File: src/rtl/add_arb_pkg.sv
// Shared types and defaults for the round-robin adder arbiter.
package add_arb_pkg;

  // Arbiter FSM states
  typedef enum logic [1:0] {
    IDLE = 2'd0,
    WAIT = 2'd1,
    RESP = 2'd2
  } state_t;

  localparam int N_REQ_DEF   = 4;
  localparam int DW_DEF      = 4;
  localparam int ADD_LAT_DEF = 1;

  // Bits needed to index n items; never less than one bit
  function automatic int id_width(input int n);
    return (n <= 2) ? 1 : $clog2(n);
  endfunction

endpackage

File: src/rtl/add_rr_pick.sv
// Combinational round-robin picker: first set request at or above ptr, wrapping.
module add_rr_pick
  import add_arb_pkg::*;
#(
  parameter int N_REQ = N_REQ_DEF,
  localparam int IDW  = id_width(N_REQ)
) (
  input  logic [N_REQ-1:0] req_valid,
  input  logic [IDW-1:0]   ptr,
  output logic [N_REQ-1:0] gnt,
  output logic [IDW-1:0]   gnt_idx,
  output logic             any_valid
);

  // Scan from the farthest offset down to ptr so the closest set request wins
  always_comb begin
    logic [IDW:0]   pos;
    logic [IDW-1:0] idx;
    gnt_idx   = '0;
    any_valid = 1'b0;
    pos       = '0;
    idx       = '0;
    for (int k = N_REQ - 1; k >= 0; k--) begin
      pos = {1'b0, ptr} + (IDW+1)'(k);
      if (pos >= (IDW+1)'(N_REQ)) begin
        pos = pos - (IDW+1)'(N_REQ);
      end
      idx = pos[IDW-1:0];
      if (req_valid[idx]) begin
        gnt_idx   = idx;
        any_valid = 1'b1;
      end
    end
  end

  genvar gi;
  generate
    for (gi = 0; gi < N_REQ; gi++) begin : g_onehot
      assign gnt[gi] = any_valid && (gnt_idx == IDW'(gi));
    end
  endgenerate

endmodule

File: src/rtl/add_req_arbiter.sv
// Round-robin sharing of one external registered adder between N_REQ requesters.
// One operation in flight; result returned with requester ID on a valid/ready channel.
module add_req_arbiter
  import add_arb_pkg::*;
#(
  parameter int N_REQ   = N_REQ_DEF,
  parameter int DW      = DW_DEF,
  parameter int ADD_LAT = ADD_LAT_DEF,
  localparam int IDW    = id_width(N_REQ)
) (
  input  logic                clk,
  input  logic                rst_n,
  input  logic [N_REQ-1:0]    req_valid,
  output logic [N_REQ-1:0]    req_ready,
  input  logic [N_REQ*DW-1:0] req_a,
  input  logic [N_REQ*DW-1:0] req_b,
  output logic [DW-1:0]       add_a,
  output logic [DW-1:0]       add_b,
  input  logic [DW:0]         add_sum,
  output logic                rsp_valid,
  input  logic                rsp_ready,
  output logic [IDW-1:0]      rsp_id,
  output logic [DW:0]         rsp_sum,
  output logic                busy
);

  // Counter must hold ADD_LAT itself
  localparam int CW = id_width(ADD_LAT + 1);

  state_t           state;
  logic [IDW-1:0]   ptr;
  logic [CW-1:0]    cnt;
  logic [N_REQ-1:0] gnt;
  logic [IDW-1:0]   gnt_idx;
  logic             any_valid;
  logic [DW-1:0]    sel_a;
  logic [DW-1:0]    sel_b;
  logic [IDW-1:0]   ptr_next;

  add_rr_pick #(
    .N_REQ(N_REQ)
  ) u_pick (
    .req_valid(req_valid),
    .ptr      (ptr),
    .gnt      (gnt),
    .gnt_idx  (gnt_idx),
    .any_valid(any_valid)
  );

  // Grants only exist in IDLE and never while reset is asserted
  assign req_ready = (rst_n && (state == IDLE)) ? gnt : '0;

  assign sel_a    = req_a[int'(gnt_idx)*DW +: DW];
  assign sel_b    = req_b[int'(gnt_idx)*DW +: DW];
  assign ptr_next = (gnt_idx == IDW'(N_REQ - 1)) ? '0 : gnt_idx + 1'b1;

  // Arbiter FSM with registered operand, response and busy outputs
  always_ff @(posedge clk or negedge rst_n) begin
    if (!rst_n) begin
      state     <= IDLE;
      ptr       <= '0;
      cnt       <= '0;
      add_a     <= '0;
      add_b     <= '0;
      rsp_valid <= 1'b0;
      rsp_id    <= '0;
      rsp_sum   <= '0;
      busy      <= 1'b0;
    end else begin
      case (state)
        IDLE: begin
          if (any_valid) begin
            add_a  <= sel_a;
            add_b  <= sel_b;
            rsp_id <= gnt_idx;
            cnt    <= CW'(ADD_LAT);
            ptr    <= ptr_next;
            busy   <= 1'b1;
            state  <= WAIT;
          end
        end
        WAIT: begin
          if (cnt != '0) begin
            cnt <= cnt - 1'b1;
          end else begin
            rsp_sum   <= add_sum;
            rsp_valid <= 1'b1;
            state     <= RESP;
          end
        end
        RESP: begin
          if (rsp_ready) begin
            rsp_valid <= 1'b0;
            busy      <= 1'b0;
            state     <= IDLE;
          end
        end
        default: begin
          state <= IDLE;
          busy  <= 1'b0;
        end
      endcase
    end
  end

endmodule

File: config.mk
export PLATFORM = sky130hd
export DESIGN_NAME = add_req_arbiter
export DESIGN_NICKNAME = d
export VERILOG_FILES = /design/src/rtl/add_arb_pkg.sv /design/src/rtl/add_rr_pick.sv /design/src/rtl/add_req_arbiter.sv
export SDC_FILE = /design/constraint.sdc
export NUM_CORES = 1
export LEC_CHECK = 0
export ABC_AREA = 0
export CORE_ASPECT_RATIO = 1.25
export CORE_UTILIZATION = 35
export DETAILED_ROUTE_END_ITERATION = 6
export GPL_ROUTABILITY_DRIVEN = 0
export PLACE_DENSITY = 0.75
export SYNTH_ARGS = -nofsm -noshare
export SYNTH_HDL_FRONTEND = slang
export SYNTH_SLANG_ARGS = --single-unit
File: constraint.sdc
create_clock -name clk -period 1.7 [get_ports clk]
set_input_delay 0.34 -clock clk [delete_from_list [all_inputs] [get_ports clk]]
set_output_delay 0.34 -clock clk [all_outputs]
set_load 0.05 [all_outputs]
# Word level (Yosys, flattened, before mapping)
# Index checks and enable logic that the tools add are counted.
# totals
ff_bits	22
latchBits	0
ram_bits	0
romBits	0
input_bits	44
output_inout_bits	21
word_cells	86
memories	0
# op_classes
n_addsub	9
multipliers	0
div	0
n_lt_le_gt_ge	8
n_eq_ne	8
shifts	2
n_mux	33
bitwise_logic	2
reduce_logical	15
# ops
operator	n
16-bit by 5-bit indexed part select with 4-bit output	2
2-bit 2-to-1 mux	12
2-bit by 3-bit < comparator with 1-bit output (second input constant)	4
1-bit 2-to-1 mux	12
3-bit >= comparator (second input constant)	3
3-bit AND reduction	3
1-bit binary-select mux with 2-bit select	4
2-bit by 1-bit subtractor with 2-bit output (second input constant)	4
2-bit by 2-bit adder with 3-bit output (second input constant)	2
2-bit equality test (second input constant)	3
2-bit one-hot mux with 3 select lines	1
2-bit AND reduction	3
1-bit logical AND	5
2-bit by 1-bit equality test with 1-bit output (second input constant)	2
2-bit zero test	2
4-bit 2-to-1 mux	1
2-bit inequality test (second input constant)	2
1-bit one-hot mux with 2 select lines	2
2-bit nonzero test	2
2-bit by 1-bit adder with 3-bit output (second input constant)	1
2-bit by 3-bit >= comparator with 1-bit output (second input constant)	1
1-bit one-hot mux with 3 select lines	1
2-bit by 1-bit adder with 2-bit output (second input constant)	1
2-bit by 1-bit inequality test with 1-bit output (second input constant)	1
other kinds (2)	3

# Depth between registers and ports, before layout
# Gate-level depths: netlist (run 1).
# logic_depth
word_depth	12
depth_mapped	8
depth_no_buf	7

# Modules after synthesis
# From an unflattened synthesis (run 1), not the netlist that was laid out.
# unflattened
cells_unflattened	110
area_unflattened_um2	1350.0
# modules_own_cells
module	instances	cells_per_inst	area_each_um2
add_req_arbiter	1	77	1138.6
add_rr_pick	1	33	211.5

# Worst setup path after synthesis (run 1)
# OpenSTA, ideal clock, no wires.
# synth_timing
path_type	flip-flop to output port
from	register ptr[0]
to	output port req_ready[0]
arrival_time_ns	2.204
slack_ns	-0.844
stages_incl_launch_ff	7
cell_sequence	dfrtp_1 > nor2b_1 > nor4_4 > nor2_2 > buf_6 > inv_1 > nor3_1
# synth_via
elab_chain_len	12
# synth_lines
element	line	text
start, declared	add_req_arbiter.sv:31	logic [IDW-1:0] ptr;
start signal, assigned	add_req_arbiter.sv:77	ptr <= ptr_next;
2-bit by 2-bit adder with 3-bit output	add_rr_pick.sv:24	pos = {1'b0, ptr} + (IDW+1)'(k);
3-bit >= comparator or 2-bit by 1-bit subtractor with 2-bit output (tied branches)	add_rr_pick.sv:25, add_rr_pick.sv:26	
2-bit 2-to-1 mux	add_rr_pick.sv:25	if (pos >= (IDW+1)'(N_REQ)) begin
1-bit binary-select mux with 2-bit select	add_rr_pick.sv:29	if (req_valid[idx]) begin
1-bit 2-to-1 mux (not written as such)	add_rr_pick.sv:29	
2-bit 2-to-1 mux (4 in series)	add_rr_pick.sv:29	
2-bit zero test	add_rr_pick.sv:39	assign gnt[gi] = any_valid && (gnt_idx == IDW'(gi));
1-bit logical AND (*)	add_rr_pick.sv:39	
4-bit 2-to-1 mux (*)	add_req_arbiter.sv:51	assign req_ready = (rst_n && (state == IDLE)) ? gnt : '0;
end, declared	add_req_arbiter.sv:14	output logic [N_REQ-1:0] req_ready,
# Every way passes the cells marked *; elsewhere a longest branch is shown, timed or not. The select of a mux whose other input is x is not followed.

# Worst setup path after layout (run 1)
# Ends and elaborated chain as after synthesis.

==> results of run 1 <==
[area by class of cell]
cell class / count / area (um2) / area share
Clock buffer: 4 / 55.1 / 0.0238
Multi-Input combinational cell: 93 / 786 / 0.339
Inverter: 6 / 28.8 / 0.0124
Tap cell: 39 / 48.8 / 0.0211
Timing Repair Buffer: 90 / 846 / 0.365
Sequential cell: 22 / 553 / 0.239
[placed cells by master, fill, tap and decap left out, types with 2 or more instances in the layout]
| master | n |
|---|---|
| clkbuf_8 | 4 |
| a21oi_1 | 12 |
| dfrtp_2 | 2 |
| buf_12 | 4 |
| mux2_4 | 7 |
| nor3_4 | 4 |
| clkdlybuf4s50_1 | 39 |
| nor2b_4 | 3 |
| inv_1 | 4 |
| buf_6 | 2 |
| nor2_1 | 9 |
| nand3_1 | 8 |
| nand2_1 | 5 |
| clkdlybuf4s15_2 | 2 |
| o21ai_0 | 9 |
| buf_4 | 40 |
| dfrtp_1 | 20 |
| mux2_2 | 6 |
| a221o_1 | 8 |
[metal layers]
| layer | vias to the layer above | track usage | share of wire |
|---|---|---|---|
| met4 | 0 | 0.106 | 0.027 |
| met5 | - | 0 | 0 |
| met1 | 685 | 0.243 | 0.37 |
| met2 | 52 | 0.414 | 0.56 |
| met3 | 10 | 0.0244 | 0.039 |
| li1 | 646 | - | - |
[critical path: stages, from the launching register on]
cell and delay [ps]:
dfrtp_2 460, nor2b_4 190, a211oi_4 70, nor2_4 130, clkinvlp_4 140, buf_12 150, nor3_4 200, buf_12 160
[stage by stage]
stage | setup WS (ps) | TNS, ps | hold slack [ps] | util | total power [mW]
global placement | -754 | -10300 | 486 | 0.628 | 3.69
CTS | -418 | -4210 | 514 | 0.666 | 4.28
global route | -494 | -4670 | 532 | 0.671 | 4.54
floorplan | -276 | -1620 | 44.4 | - | 2.76
finish | -400 | -3890 | 509 | 0.671 | 4.31
detailed placement | -842 | -11590 | 497 | 0.628 | 3.78
[worst max-delay path by stage]
stage / startpoint / slack [ps] / end
3_5_place_dp: req_valid[0] / -840 / req_ready[0]
2_1_floorplan: ptr[0] / -280 / req_ready[0]
6_report: ptr[0] / -400 / req_ready[0]
4_1_cts: ptr[0] / -420 / req_ready[0]
3_3_place_gp: req_valid[0] / -750 / req_ready[2]
5_1_grt: ptr[0] / -490 / req_ready[0]
[power breakdown]
| group | leakage, nW | total (mW) | switching (mW) | internal, mW |
|---|---|---|---|---|
| Combinational | 0.741 | 2.94 | 1.65 | 1.29 |
| Clock | 0.0288 | 0.371 | 0.165 | 0.206 |
| Sequential | 0.262 | 0.998 | 0.209 | 0.789 |
[flip-flops by register name, summed over array words and instances (netlist names)]
register   flops
rsp_sum        5
add_a          4
add_b          4
ptr            2
rsp_id         2
state          2
busy           1
cnt            1
rsp_valid      1
[what timing repair did]
action | CTS | global route
gates resized for setup | 23 | 5
setup buffers | 3 | 1
pin swaps | 7 | 3
endpoints found under the setup margin | 16 | 13
[cell families (layout without fill, tap and decap cells)]
kind of cell	Yosys count	after routing	synth area share
muxes	13	13	0.137
DFF	22	22	0.438
adders and majority gates	1	1	0.00995
AOI/OAI and AO/OA	39	39	0.210
buffers and inverters	11	100	0.0388
and+or+nand+nor	40	40	0.166
==> impl_metrics.csv, run 1 <==
group,metric,value,unit
synthesis,synth-seq-cells,22,
min_path,hold_class,"register to register",
synthesis,yosysWarnings,0,
drt,wl,4.12,mm
grt,antenna_found_initial,0,
synthesis,synth.distinct_cells,32,
job,max-cap-violations,0,
grt,grt_pass1_wl,6.67,mm
final_layout,fillCellCount,289,
worst_setup_path,crit_fanout,3,
synthesis,synthTopCellsByArea,"dfrtp_1 44%, mux2_4 8.4%, a221o_1 6.4%",
worst_setup_path,worstSetupEndpointType,"output port",
worst_setup_path,critPathRequiredTime,1360,ps
final_layout,diodes,0,
worst_setup_path,timing.rr.start,"ptr[1]",
synthesis,async_flop_share,1.00,
final_layout,layout.nets,261,
floorplan,dieHeight,69.0,um
placed_design,place_area,2170,um2
min_path,min_path_cells,1,
status,violations,"negative setup slack",
status,status,"complete, but fails checks",
drt,remaining_drc_errors,0,
floorplan,die-area,3840,um2
drt,first_pass_iters,4,
grt,grt_max_degree,23,
synthesis,yosysTopAreaCell,"dfrtp_1",
timing,min_period,2100,ps
clock_tree,clk_pin_slew,80,ps
synthesis,ys_top_cells_by_count,"22 x dfrtp_1, 12 x a21oi_1, 10 x nor2_1",
pwr,p_leak,1.03,nW
grt,grt_pass1_vias,1450,
min_path,min-delay-start,"rsp_sum[1]",
timing,fin_crit_sh,1.24,
clock_tree,htreeDepth,1,
timing,report.final.slew_viol_count,0,
clock_tree,cts_buffer_depth,2,
drt,drt_first_iter_violations,45,
final_layout,instances_no_fill,254,
synthesis,synth.avg_cell_area,9.98,um2
drt,vias,1393,
placed_design,place_inst,246,
final_layout,areaGrowthSynthToFinish,84.3,%
clock_tree,clkSinkCount,22,
final_layout,fin_area,2320,um2
min_path,min_to,"rsp_sum[1]",
placed_design,dp_hpwl,3.18,mm
drt,wl_per_cell,16.2,um
worst_setup_path,reg2reg_slack,-300,ps
drt,detail_route.vias_per_cell,5.48,
synthesis,synthCells,126,
drt,postRouteAntennaNets,0,
synthesis,yosysMostFrequentCell,"dfrtp_1",
floorplan,row_count,24,
synthesis,yosysSeqAreaShare,0.438,
pwr,p_per_area,1860,nW/um2
synthesis,synth_top_cell_area_share,0.438,
timing,worst_slew_pin_slew,307,ps
pwr,irDropWorstVdd,1.28,mV
grt,grt.overflow.total,0,
worst_setup_path,reg2reg_depth,7,
floorplan,initial_utilization,0.364,
timing,finalSetupViolations,12,
timing,fin_worst_skew,2.40,ps
timing,max-slew-margin-rel,0.794,
worst_setup_path,crit_type,"register to output port",
clock_tree,clk_latency,260,ps
floorplan,coreArea,3450,um2
timing,finalWorstSetupSlack,-400,ps
floorplan,ios,65,
clock_tree,cts_tree,"built",
floorplan,die_w,55.6,um
placed_design,io_buffers,64,
grt,grt_usage,0.221,
final_layout,drive_gt1_frac,0.428,
synthesis,ys.flop_type,"dfrtp_1",
timing,fmax,476,MHz
clock_tree,ctsHoldBuffers,0,
clock_tree,numCtsBuffers,3,
clock_tree,root_buffer,"clkbuf_8",
synthesis,syn_area,1260,um2
synthesis,synth_edf_count,0,
worst_setup_path,timing.rr.end,"add_a[1]",
worst_setup_path,worst_setup_path_start_kind,"register",
timing,rsz0062_at_grt,"yes",
worst_setup_path,arrival,1760,ps
synthesis,synth_nets,171,
timing,hold_viol_final,0,
Power figures use the tool's default switching activity.
==> run 2: changes to the inputs <==
CORE_UTILIZATION = 39   (was 35)
PLACE_DENSITY = 0.79   (was 0.75)
clock period = 2.2 ns   (was 1.7 ns; I/O delays follow)
==> impl_metrics.csv, run 2 (synthesis results as in run 1) <==
group,metric,value,unit
timing,finalSetupViolations,5,
worst_setup_path,cp_cell_sequence,"nor2b_4, buf_6, a211oi_4, nor2_2, inv_2, buf_6, nor3_4, buf_12",
pwr,p_leak,1.03,nW
final_layout,areaGrowthSynthToFinish,87.1,%
grt,grt_max_degree,21,
worst_setup_path,worstSetupEndpointType,"output port",
timing,min_period,2360,ps
clock_tree,root_buffer,"clkbuf_4",
drt,detail_route.vias_per_cell,5.34,
drt,drt_first_iter_violations,26,
pwr,intPower,1.84,mW
floorplan,die-area,3460,um2
clock_tree,htreeDepth,1,
pwr,clkPwrFrac,0.092,
final_layout,drive_gt1_frac,0.353,
grt,grt_usage,0.272,
drt,wl_per_cell,15.8,um
final_layout,largest_register,"rsp_sum",
grt,grt_pass1_wl,6.79,mm
clock_tree,ctsHoldBuffers,0,
worst_setup_path,arrival,1920,ps
status,violations,"negative setup slack",
timing,report.final.slew_viol_count,0,
timing,fin_setup_tns,-625,ps
clock_tree,clk_latency,320,ps
floorplan,row_count,22,
timing,max-slew-margin-rel,0.638,
clock_tree,numCtsBuffers,3,
timing,finalHoldWorstSlack,329,ps
timing,hold_viol_final,0,
job,max-cap-violations,0,
worst_setup_path,critPathTopFamily,"simple AND/OR/NAND/NOR gates",
final_layout,layout.nets,267,
floorplan,ios,65,
drt,wl,4.05,mm
placed_design,io_buffers,64,
final_layout,fillCellCount,211,
worst_setup_path,critPathRequiredTime,1760,ps
timing,finalWorstSetupSlack,-159,ps
pwr,p_per_area,1450,nW/um2
worst_setup_path,cp_num_buf_inv,4,
floorplan,die_w,52.8,um
pwr,switching_share,0.460,
placed_design,dpl_worst_slack,-445,ps
worst_setup_path,crit_fanout,3,
clock_tree,clkSinkCount,22,
timing,worst_slew_pin_slew,541,ps
min_path,hold_class,"input port to async pin",
grt,antenna_found_initial,0,
drt,vias,1373,
final_layout,most-common-layout-cells,"56 x clkdlybuf4s50_1, 28 x buf_4, 20 x dfrtp_1",
floorplan,dieHeight,65.5,um
final_layout,largest_register_ffs,5,
grt,grt.overflow.total,0,
worst_setup_path,worst_setup_path_start_kind,"register",
pwr,comb_power_share,0.678,
pwr,irDropWorstVdd,0.896,mV
final_layout,final_common_cell,"clkdlybuf4s50_1",
drt,remaining_drc_errors,0,
floorplan,initial_utilization,0.419,
pwr,seqPwrFrac,0.230,
worst_setup_path,reg2reg_slack,-130,ps
grt,grt_pass1_vias,1500,
floorplan,coreArea,3000,um2
worst_setup_path,path_depth,8,
drt,first_pass_iters,4,
final_layout,diodes,0,
clock_tree,cts_tree,"built",
timing,fmax,424,MHz
worst_setup_path,crit_top_cell,"buf_6",
pwr,p_switching,1.57,mW
status,status,"complete, but fails checks",
worst_setup_path,critPathMaxStageDelay,490,ps
final_layout,reg.largest.list,"rsp_sum: 5 flops, add_a: 4 flops, add_b: 4 flops",
timing,fin_worst_skew,10.5,ps
timing,rsz0062_at_grt,"yes",
worst_setup_path,cp_slowest_cell,"dfrtp_2",
clock_tree,cts_buffer_depth,2,
placed_design,dp_hpwl,2.83,mm
worst_setup_path,crit_type,"register to output port",
timing,fin_crit_sh,1.07,
clock_tree,clk_pin_slew,130,ps
drt,postRouteAntennaNets,0,
worst_setup_path,reg2reg_depth,15,
## run 2: power by group through the flow
stage | combinational [mW] | clock [mW] | sequential [mW]
after floorplan | 0.800 | 0 | 1.26
after global placement | 1.99 | 0 | 0.758
final | 2.32 | 0.315 | 0.785
after detailed placement | 2.04 | 0 | 0.763
after global routing | 2.45 | 0.344 | 0.810
after CTS | 2.24 | 0.321 | 0.773
## run 2: layer usage
layer,share of wire,up-vias,global-route usage
met5,0,-,0
met4,0.036,0,0.125
met3,0.066,13,0.0602
met2,0.50,65,0.483
met1,0.39,641,0.297
li1,-,654,-
## run 2: final timing paths
path	from	to
max reg2reg	ptr[0]	ptr[0]
min reg2reg	rsp_id[1]	rsp_id[1]
max in group asynchronous	rst_n	ptr[1]
min	rst_n	add_a[0]
max	ptr[0]	req_ready[0]
min in group clk	rsp_id[1]	rsp_id[1]
## run 2: layout make-up
cell class / count / area, um2 / area share
inverters: 6 / 25.0 / 0.0106
well taps: 36 / 45.0 / 0.0191
flip-flops and latches: 22 / 553 / 0.235
clock inverters: 1 / 30.0 / 0.0128
multi-input cells: 93 / 751 / 0.319
repair buffers: 96 / 926 / 0.394
clock buffers: 3 / 22.5 / 0.00957
## run 2: metrics by stage
| stage | area (um2) | util | instances | power [mW] |
|---|---|---|---|---|
| after CTS | 2320 | 0.773 | 255 | 3.33 |
| after global routing | 2350 | 0.784 | 257 | 3.61 |
| after floorplan | 1280 | - | 126 | 2.06 |
| final | 2350 | 0.784 | 257 | 3.42 |
| after detailed placement | 2110 | 0.705 | 241 | 2.81 |
| after global placement | 2110 | 0.705 | 241 | 2.75 |
## run 2: timing repair
item,4_1_cts,5_1_grt
resized for setup,30,7
pin swaps,5,6
endpoints found under the hold margin,0,0
buffers inserted,10,3
endpoints found under the setup margin,5,5
## run 2: worst register-to-register path, cell delays in order, from the launching register on
cell	delay [ps]
dfrtp_2	490
nor2b_4	170
buf_6	120
a211oi_4	30
nor2_2	170
inv_2	80
buf_4	140
buf_6	100
buf_4	110
buf_4	120
buf_4	120
buf_4	120
buf_4	120
buf_4	120
buf_4	120
a21oi_2	130
